===== src/rtl/full_adder_dataflow_reg_if.sv =====
// Operand/result bundle for the registered ripple-carry adder.
// The master drives operands; the slave (the adder) returns registered results.
interface full_adder_dataflow_reg_if #(
  parameter int unsigned WIDTH = 1
);
  logic [WIDTH-1:0] A;
  logic [WIDTH-1:0] B;
  logic             C_in;
  logic             in_valid;
  logic [WIDTH-1:0] S;
  logic             C_out;
  logic             ovf;
  logic             out_valid;

  modport master (
    output A, B, C_in, in_valid,
    input  S, C_out, ovf, out_valid
  );

  modport slave (
    input  A, B, C_in, in_valid,
    output S, C_out, ovf, out_valid
  );
endinterface


===== src/rtl/full_adder_dataflow_reg.sv =====
// Registered WIDTH-bit ripple-carry adder built from dataflow full-adder cells.
// Results (sum, carry out, signed overflow) appear one cycle after in_valid.

module full_adder_cell (
  input  logic a_i,
  input  logic b_i,
  input  logic c_i,
  output logic s_o,
  output logic c_o
);
  logic p;

  assign p   = a_i ^ b_i;
  assign s_o = p ^ c_i;
  assign c_o = (a_i & b_i) | (c_i & p);
endmodule

module full_adder_dataflow_reg #(
  parameter int unsigned WIDTH = 1
) (
  input  logic                      clk,
  input  logic                      rst,
  full_adder_dataflow_reg_if.slave  bus
);
  logic [WIDTH-1:0] sum;
  logic [WIDTH:0]   carry;

  logic [WIDTH-1:0] s_q, s_d;
  logic             c_out_q, c_out_d;
  logic             ovf_q, ovf_d;
  logic             valid_q;

  assign carry[0] = bus.C_in;

  // Plain ripple chain, LSB to MSB, no lookahead.
  for (genvar i = 0; i < WIDTH; i++) begin : g_cell
    full_adder_cell u_cell (
      .a_i (bus.A[i]),
      .b_i (bus.B[i]),
      .c_i (carry[i]),
      .s_o (sum[i]),
      .c_o (carry[i+1])
    );
  end

  // NOTE: the hold value is the default so no path leaves a signal unassigned,
  // which would otherwise infer a latch.
  always_comb begin
    s_d     = s_q;
    c_out_d = c_out_q;
    ovf_d   = ovf_q;
    if (bus.in_valid) begin
      s_d     = sum;
      c_out_d = carry[WIDTH];
      ovf_d   = carry[WIDTH-1] ^ carry[WIDTH];
    end
  end

  // NOTE: non-blocking assignments keep every register updating from the
  // pre-edge values, independent of statement order.
  always_ff @(posedge clk) begin
    if (rst) begin
      s_q     <= '0;
      c_out_q <= 1'b0;
      ovf_q   <= 1'b0;
      valid_q <= 1'b0;
    end else begin
      s_q     <= s_d;
      c_out_q <= c_out_d;
      ovf_q   <= ovf_d;
      valid_q <= bus.in_valid;
    end
  end

  assign bus.S         = s_q;
  assign bus.C_out     = c_out_q;
  assign bus.ovf       = ovf_q;
  assign bus.out_valid = valid_q;
endmodule


===== src/flat_wrapper.sv =====
// flat-port wrapper written by rule: the top's interface ports become plain ports
module full_adder_dataflow_reg_flat 
#(
  parameter int unsigned WIDTH = 1
)
  (clk, rst, bus_A, bus_B, bus_C_in, bus_in_valid, bus_S, bus_C_out, bus_ovf, bus_out_valid);
  full_adder_dataflow_reg_if #(.WIDTH(WIDTH)) bus_i ();
  input  logic clk;
  input  logic rst;
  input wire logic [$bits(bus_i.A)-1:0] bus_A;
  input wire logic [$bits(bus_i.B)-1:0] bus_B;
  input wire logic [$bits(bus_i.C_in)-1:0] bus_C_in;
  input wire logic [$bits(bus_i.in_valid)-1:0] bus_in_valid;
  output wire logic [$bits(bus_i.S)-1:0] bus_S;
  output wire logic [$bits(bus_i.C_out)-1:0] bus_C_out;
  output wire logic [$bits(bus_i.ovf)-1:0] bus_ovf;
  output wire logic [$bits(bus_i.out_valid)-1:0] bus_out_valid;
  assign bus_i.A = bus_A;
  assign bus_i.B = bus_B;
  assign bus_i.C_in = bus_C_in;
  assign bus_i.in_valid = bus_in_valid;
  assign bus_S = bus_i.S;
  assign bus_C_out = bus_i.C_out;
  assign bus_ovf = bus_i.ovf;
  assign bus_out_valid = bus_i.out_valid;
  full_adder_dataflow_reg #(.WIDTH(WIDTH)) u_core (.clk(clk), .rst(rst), .bus(bus_i));
endmodule

===== config.mk =====
export PLATFORM = sky130hd
export DESIGN_NAME = full_adder_dataflow_reg_flat
export DESIGN_NICKNAME = d
export VERILOG_FILES = /design/src/rtl/full_adder_dataflow_reg_if.sv /design/src/rtl/full_adder_dataflow_reg.sv /design/src/flat_wrapper.sv
export SDC_FILE = /design/constraint.sdc
export NUM_CORES = 1
export LEC_CHECK = 0
export CAP_MARGIN = 30
export CORE_AREA = 2 2 39 41
export CTS_CLUSTER_DIAMETER = 60
export DETAILED_ROUTE_END_ITERATION = 10
export DIE_AREA = 0 0 41 43
export GPL_TIMING_DRIVEN = 0
export PLACE_DENSITY = 0.42
export SKIP_LAST_GASP = 1
export SYNTH_ARGS = -nofsm -noshare
export SYNTH_HDL_FRONTEND = slang
export SYNTH_SLANG_ARGS = --single-unit

===== constraint.sdc =====
create_clock -name clk -period 2.1 [get_ports clk]
set_input_delay 0.315 -clock clk [delete_from_list [all_inputs] [get_ports clk]]
set_output_delay 0.315 -clock clk [all_outputs]
set_load 0.05 [all_outputs]

# Word-level counts from Yosys, hierarchy flattened
# Cells that the tools add are included.
dict set report classes {
  n_bitwise 6
}
# op n
set ops {}
lappend ops {{1-bit bitwise XOR} 3}
lappend ops {{1-bit bitwise AND} 2}
lappend ops {{1-bit OR} 1}
dict set report word_totals {
  regBits 4
  in_bits 6
  out_inout_bits 4
}

# Depth between registers and ports, before layout
# Gate-level depths: netlist (run 1).
dict set report logic_depth {
  word_depth 4
  mapped_depth 3
  ltp_nobuf 3
}

# Modules after synthesis
# Synthesis (run 1) repeated with hierarchy kept, for this count alone.
dict set report unflattened {
  cells_unflattened 13
  area_unflattened_um2 153.9
}
# module n_inst cells_each area_per_inst_um2
set by_module_without_submodules {}
lappend by_module_without_submodules {full_adder_dataflow_reg 1 12 133.9}
lappend by_module_without_submodules {full_adder_cell 1 1 20.0}

# Worst setup path after synthesis (run 1)
# OpenSTA, ideal clock, no wires.
dict set report synth_timing {
  path_kind {input -> register}
  start {in bus_C_in}
  end {reg u_core.ovf_q, in the netlist u_core.bus.ovf}
  setup_time_ns 0.086
  arrival_time_ns 1.079
  setup_slack_ns 0.936
  path_stages 3
  cell_sequence {fa_1 > xnor2_1 > a211oi_1}
}
dict set report synth_between {
  elab_chain_len 3
}
# item line_no
set synth_lines {}
lappend synth_lines {{start, declared} flat_wrapper.sv:12} ;# input wire logic [$bits(bus_i.C_in)-1:0] bus_C_in;
lappend synth_lines {{1-bit bitwise AND} full_adder_dataflow_reg.sv:15} ;# assign c_o = (a_i & b_i) | (c_i & p);
lappend synth_lines {{1-bit OR} full_adder_dataflow_reg.sv:15}
lappend synth_lines {{1-bit bitwise XOR *} full_adder_dataflow_reg.sv:55} ;# ovf_d = carry[WIDTH-1] ^ carry[WIDTH];
lappend synth_lines {{end signal, assigned} full_adder_dataflow_reg.sv:70} ;# ovf_q <= ovf_d;
lappend synth_lines {{end, declared} full_adder_dataflow_reg.sv:30} ;# logic ovf_q, ovf_d;
# Every way passes the cells marked *; elsewhere a longest branch is shown, timed or not.
# A chain may end at the register's enable or synchronous reset.

# Worst setup path in the final report (run 1)
dict set report layout_timing {
  start {reg u_core.c_out_q, in the netlist u_core.bus.C_out}
  end {out bus_C_out}
}
# item line_no
set layout_lines {}
lappend layout_lines {{start, declared} full_adder_dataflow_reg.sv:29} ;# logic c_out_q, c_out_d;
lappend layout_lines {{start signal, assigned} full_adder_dataflow_reg.sv:69} ;# c_out_q <= c_out_d;
lappend layout_lines {{end, declared} flat_wrapper.sv:15} ;# output wire logic [$bits(bus_i.C_out)-1:0] bus_C_out;
# No word-level cell between the ends.

==> results of run 1 <==
## cells in the final DEF, fill, tap and decap left out
cell             instances
clkbuf_4                 3
a211oi_1                 1
clkdlybuf4s50_1          9
xnor2_1                  1
mux2i_1                  2
nor2_1                   3
nor2b_1                  1
dfxtp_1                  4
fa_1                     1
## flip-flops by register name, summed over array words and instances, names as in the netlist
| name | cells |
|---|---|
| u_core.bus.C_out | 1 |
| u_core.bus.S | 1 |
| u_core.bus.out_valid | 1 |
| u_core.bus.ovf | 1 |
## metrics by stage
stage	area, um2	setup WS [ps]
after floorplan	153.9	935.7
after global placement	264.0	409.4
after detailed placement	264.0	381.8
after CTS	286.5	400.2
after global routing	286.5	368.9
final	286.5	415.1
## logic make-up (layout without fill, tap and decap cells)
| family | after synthesis | count (layout) |
|---|---|---|
| DFF | 4 | 4 |
| and+or+nand+nor | 4 | 4 |
| muxes | 2 | 2 |
| adders and majority gates | 1 | 1 |
| AOI/OAI and AO/OA | 1 | 1 |
| xor gates and xnor gates | 1 | 1 |
| buffers and inverters | 0 | 12 |
## synthesized netlist by cell type (all sizes together)
library cell | n | area (um2)
a211oi | 1 | 7.510
dfxtp | 4 | 80.08
fa | 1 | 20.02
mux2i | 2 | 20.02
nor2 | 3 | 11.26
nor2b | 1 | 6.260
xnor2 | 1 | 8.760
## worst min-delay path: stages, from the launching register on
cell	delay, ps
dfxtp_1	300
nor2_1	90
a211oi_1	50
## metal layers
| metal | up-vias | GRT usage | part of all wire |
|---|---|---|---|
| li1 | 68 | - | - |
| met1 | 59 | 0.05195 | 0.47 |
| met2 | 10 | 0.04688 | 0.32 |
| met3 | 2 | 0.06806 | 0.20 |
| met4 | 0 | 0.06000 | 0.016 |
| met5 | - | 0 | 0 |
## final cells by class
| cell class | count | area, um2 | share of cell area |
|---|---|---|---|
| repair buffers | 9 | 90.09 | 0.3144 |
| well taps | 16 | 20.02 | 0.06987 |
| clock buffers | 3 | 22.52 | 0.07860 |
| flip-flops and latches | 4 | 80.08 | 0.2795 |
| multi-input cells | 9 | 73.82 | 0.2576 |
## how the worst min path moves through the flow
stage / from / end / slack [ps] / depth (start not counted)
3_3_place_gp: u_core.bus.S$_SDFFE_PP0P_ / u_core.bus.S$_SDFFE_PP0P_ / 480 / 2
6_report: u_core.bus.ovf$_SDFFE_PP0P_ / u_core.bus.ovf$_SDFFE_PP0P_ / 490 / 2
3_5_place_dp: u_core.bus.ovf$_SDFFE_PP0P_ / u_core.bus.ovf$_SDFFE_PP0P_ / 490 / 2
4_1_cts: u_core.bus.ovf$_SDFFE_PP0P_ / u_core.bus.ovf$_SDFFE_PP0P_ / 500 / 2
2_1_floorplan: rst / u_core.bus.out_valid$_SDFF_PP0_ / 390 / 1
5_1_grt: u_core.bus.ovf$_SDFFE_PP0P_ / u_core.bus.ovf$_SDFFE_PP0P_ / 520 / 2
## power breakdown
group / internal [uW] / switching [uW]
Clock: 63.7 / 28.9
Sequential: 82.3 / 2.68
Combinational: 25.0 / 31.6
==> impl_metrics.toml, run 1 <==
[floorplan]
die_h_um = 43
design.die.area_um2 = 1763
boundaryPins = 10
start_util = 0.1112
die_x_um = 41
rows = 14
core_um2 = 1384

[timing]
fmax_mhz = 593.5
setup_viol = 0
tightestPinTransition_ps = 503.7
min_period_over_period = 0.8023
hold_ws_ps = 490.0
fin_tns_setup_ps = 0
clock_skew_ps = 0
final_max_slew_viol_count = 0
layout_min_cycle_time_ps = 1685
hold_viol_final = 0
rsz0062_at_grt = "false"
relSlewSlack = 0.6632

[final_layout]
nFillCells = 146
drive_gt1_frac = 0.1200
finalNonFillerCells = 41
finalNetCount = 34
num_antenna_cells = 0
utilization = 0.2071
syn_to_final_growth_pct = 86.18

[job]
max-cap-violations = 0

[synthesis]
ys_warn_count = 0
yosysSeqAreaShare = 0.5203
synthCells = 13
ys_types = 7
netlist_area_um2 = 153.9
synth_top_family_by_area = "adder cells"
ys_ff_latch = 4
yosys.area_share.simple = 0.1138
synth_compound_area_frac = 0.04878
synth_xor_area_frac = 0.05691
synth_nets = 20
yosys.area_share.adder = 0.1301
synthMuxAreaShare = 0.1301
syn_area_per_cell_um2 = 11.84

[route]
via_count = 139
totalWireLength_um = 316
vias_per_cell = 3.390
drt_first_pass_iters = 2
routedWlPerCell_um = 7.707
final_antenna_net_count = 0
drc = 0
first_iter_violations = 1

[power]
leakagePower_uw = 0.0001109
power.total_uw = 234.3
max-vdd-ir-drop_v = 0.0002052
p_per_area_nw_per_um2 = 817.6

[setup_path]
crit_buf_inv = 1
r2r_start = "u_core.bus.ovf$_SDFFE_PP0P_"
worst_setup_path_start_kind = "flop"
cp_max_fo = 2
startpoint = "u_core.bus.C_out$_SDFFE_PP0P_"
required_ps = 1780
slowest_delay_ps = 810
worst-path-stages = 1
critPathCapture = "bus_C_out"
ff2ff_path_depth = 2
worstSetupEndpointType = "primary output"
crit_chain = "clkdlybuf4s50_1"
path_delay_family = "buffers and inverters"
critPathKind = "reg2out"
cp.arrival_ps = 1370
slowest_stage = "clkdlybuf4s50_1"
r2r_setup_slack_ps = 1460
r2r_end = "u_core.bus.ovf$_SDFFE_PP0P_"

[clocking]
cts_tree = "yes"
cts-root-buf = "clkbuf_4"
post_cts_buffers = 0
clk_latency_ps = 230
ctsResizeCount = 0
cts_buffers = 3
clockBufferDepth = 2
path_clk_slew_ps = 40
clock_sinks = 4
hold_buffers = 0
cts_max_level = 1

[grt]
grt_pass1_vias = 134
grt_usage = 0.05337
grt_max_degree = 6
grt_overflow_total = 0
antenna_found_initial = 0
grt_pass1_wl_um = 531

[placement]
gp_congestion = 0.6388
port_buffers = 9
placedCellCount = 38

[hold_path]
hold_class = "reg2reg"

[status]
status = "finished clean"
Power figures use the tool's default switching activity.
==> run 2: changes to the inputs <==
PLACE_DENSITY = 0.43   (was 0.42)
clock period = 1.4 ns   (was 2.1 ns; I/O delays follow)
==> run 2 against run 1 <==
Clock skew did not move; die area is the same; register-to-register slack got worse by 700 ps.
==> impl_metrics.toml, run 2 (synthesized netlist as in run 1, its figures left out) <==
[floorplan]
design.die.area_um2 = 1763
die_h_um = 43
boundaryPins = 10
die_x_um = 41
rows = 14
start_util = 0.1112
core_um2 = 1384

[setup_path]
r2r_end = "u_core.bus.ovf$_SDFFE_PP0P_"
worst_setup_path_start_kind = "input pin"
worstSetupEndpointType = "flop"
cp_max_fo = 2
cp.arrival_ps = 1470
ff2ff_path_depth = 2
r2r_setup_slack_ps = 760
critPathKind = "in2reg"
required_ps = 1550
r2r_start = "u_core.bus.ovf$_SDFFE_PP0P_"

[final_layout]
drive_gt1_frac = 0.2000
finalNetCount = 34
syn_to_final_growth_pct = 87.80
layout_commonest_cell = "clkdlybuf4s50_1"
num_antenna_cells = 0
nFillCells = 158
mostFrequentLayoutCells = "5 x clkdlybuf4s50_1, 4 x dlygate4sd2_1, 4 x dfxtp_1, 3 x nor2_1, 3 x clkbuf_4"
utilization = 0.2089

[timing]
min_period_over_period = 0.9391
layout_min_cycle_time_ps = 1315
tightestPinTransition_ps = 496.1
rsz0062_at_grt = "false"
relSlewSlack = 0.6706
clock_skew_ps = 0
hold_viol_final = 0
final_max_slew_viol_count = 0
fmax_mhz = 760.6
setup_viol = 0
fin_ws_ps = 85.28

[clocking]
cts_buffers = 3
cts_max_level = 1
cts-root-buf = "clkbuf_4"
path_clk_slew_ps = 40
post_cts_buffers = 0
cts_tree = "yes"
hold_buffers = 0
clock_sinks = 4
clockBufferDepth = 2
clk_latency_ps = 230

[grt]
grt_pass1_vias = 130
antenna_found_initial = 0
grt_overflow_total = 0
grt_usage = 0.05237
grt_pass1_wl_um = 503
grt_max_degree = 6

[power]
p_per_area_nw_per_um2 = 1216
power.total_uw = 351.3
max-vdd-ir-drop_v = 0.0002768
leakagePower_uw = 0.0001247

[status]
status = "finished clean"

[placement]
port_buffers = 9
dpl_worst_slack_ps = -232.6
gp_congestion = 0.6265

[hold_path]
min_from = "u_core.bus.S$_SDFFE_PP0P_"
hold_class = "reg2reg"
whs_endpoint = "u_core.bus.S$_SDFFE_PP0P_"
worstHoldPathCells = 2

[route]
drc = 0
first_iter_violations = 1
totalWireLength_um = 341
routedWlPerCell_um = 8.317
via_count = 138
drt_first_pass_iters = 2
vias_per_cell = 3.366
final_antenna_net_count = 0

[job]
max-cap-violations = 0
[run 2: cell count changes in the layout (fill, tap and decap cells not counted), sizes merged]
cell,change
dlygate4sd2,+4
clkdlybuf4s50,-4
[run 2: how the worst max path moves through the flow]
stage	start	cells past startpoint	to	slack, ps
after floorplan	bus_C_in	3	u_core.bus.ovf$_SDFFE_PP0P_	340
after global placement	bus_C_in	4	u_core.bus.ovf$_SDFFE_PP0P_	-180
after detailed placement	bus_C_in	4	u_core.bus.ovf$_SDFFE_PP0P_	-230
after CTS	bus_C_in	4	u_core.bus.ovf$_SDFFE_PP0P_	10
after global routing	bus_C_in	4	u_core.bus.ovf$_SDFFE_PP0P_	10
final	bus_C_in	4	u_core.bus.ovf$_SDFFE_PP0P_	90
[run 2: stage by stage]
stage	hold slack [ps]	instance area, um2	cells	TNS (ps)
3_5_place_dp	485.4	264.0	38	-384.0
6_report	487.7	289.0	41	0
5_1_grt	521.1	289.0	41	0
3_3_place_gp	483.4	264.0	38	-287.3
2_1_floorplan	281.6	153.9	13	0
4_1_cts	491.5	281.5	41	0
[run 2: what timing repair did]
item,4_1_cts,5_1_grt
resized for setup,4,2
setup endpoints to repair,4,1
hold endpoints to repair,0,0
[run 2: critical path, stage by stage]
cell and delay, ps:
clkdlybuf4s50_1 470, fa_2 420, xnor2_1 150, a211oi_2 210
[run 2: layout make-up]
class	count	area, um2	share of cell area
timing repair buffer	9	85.08	0.2944
clock buffer	3	22.52	0.07792
tap	16	20.02	0.06926
multi-input combinational	9	81.33	0.2814
sequential	4	80.08	0.2771
[run 2: layer usage]
layer | up-vias | track usage | wire (um)
li1 | 67 | - | -
met3 | 2 | 0.04712 | 65
met5 | - | 0 | 0
met4 | 0 | 0.08000 | 15
met1 | 57 | 0.05195 | 152
met2 | 12 | 0.04688 | 108
[run 2: where the power goes]
part	internal, uW	switching (uW)	leakage, uW
sequential	123	3.64	0.0000332
clock	95.8	45.9	0.0000138
combinational	32.8	49.8	0.0000777
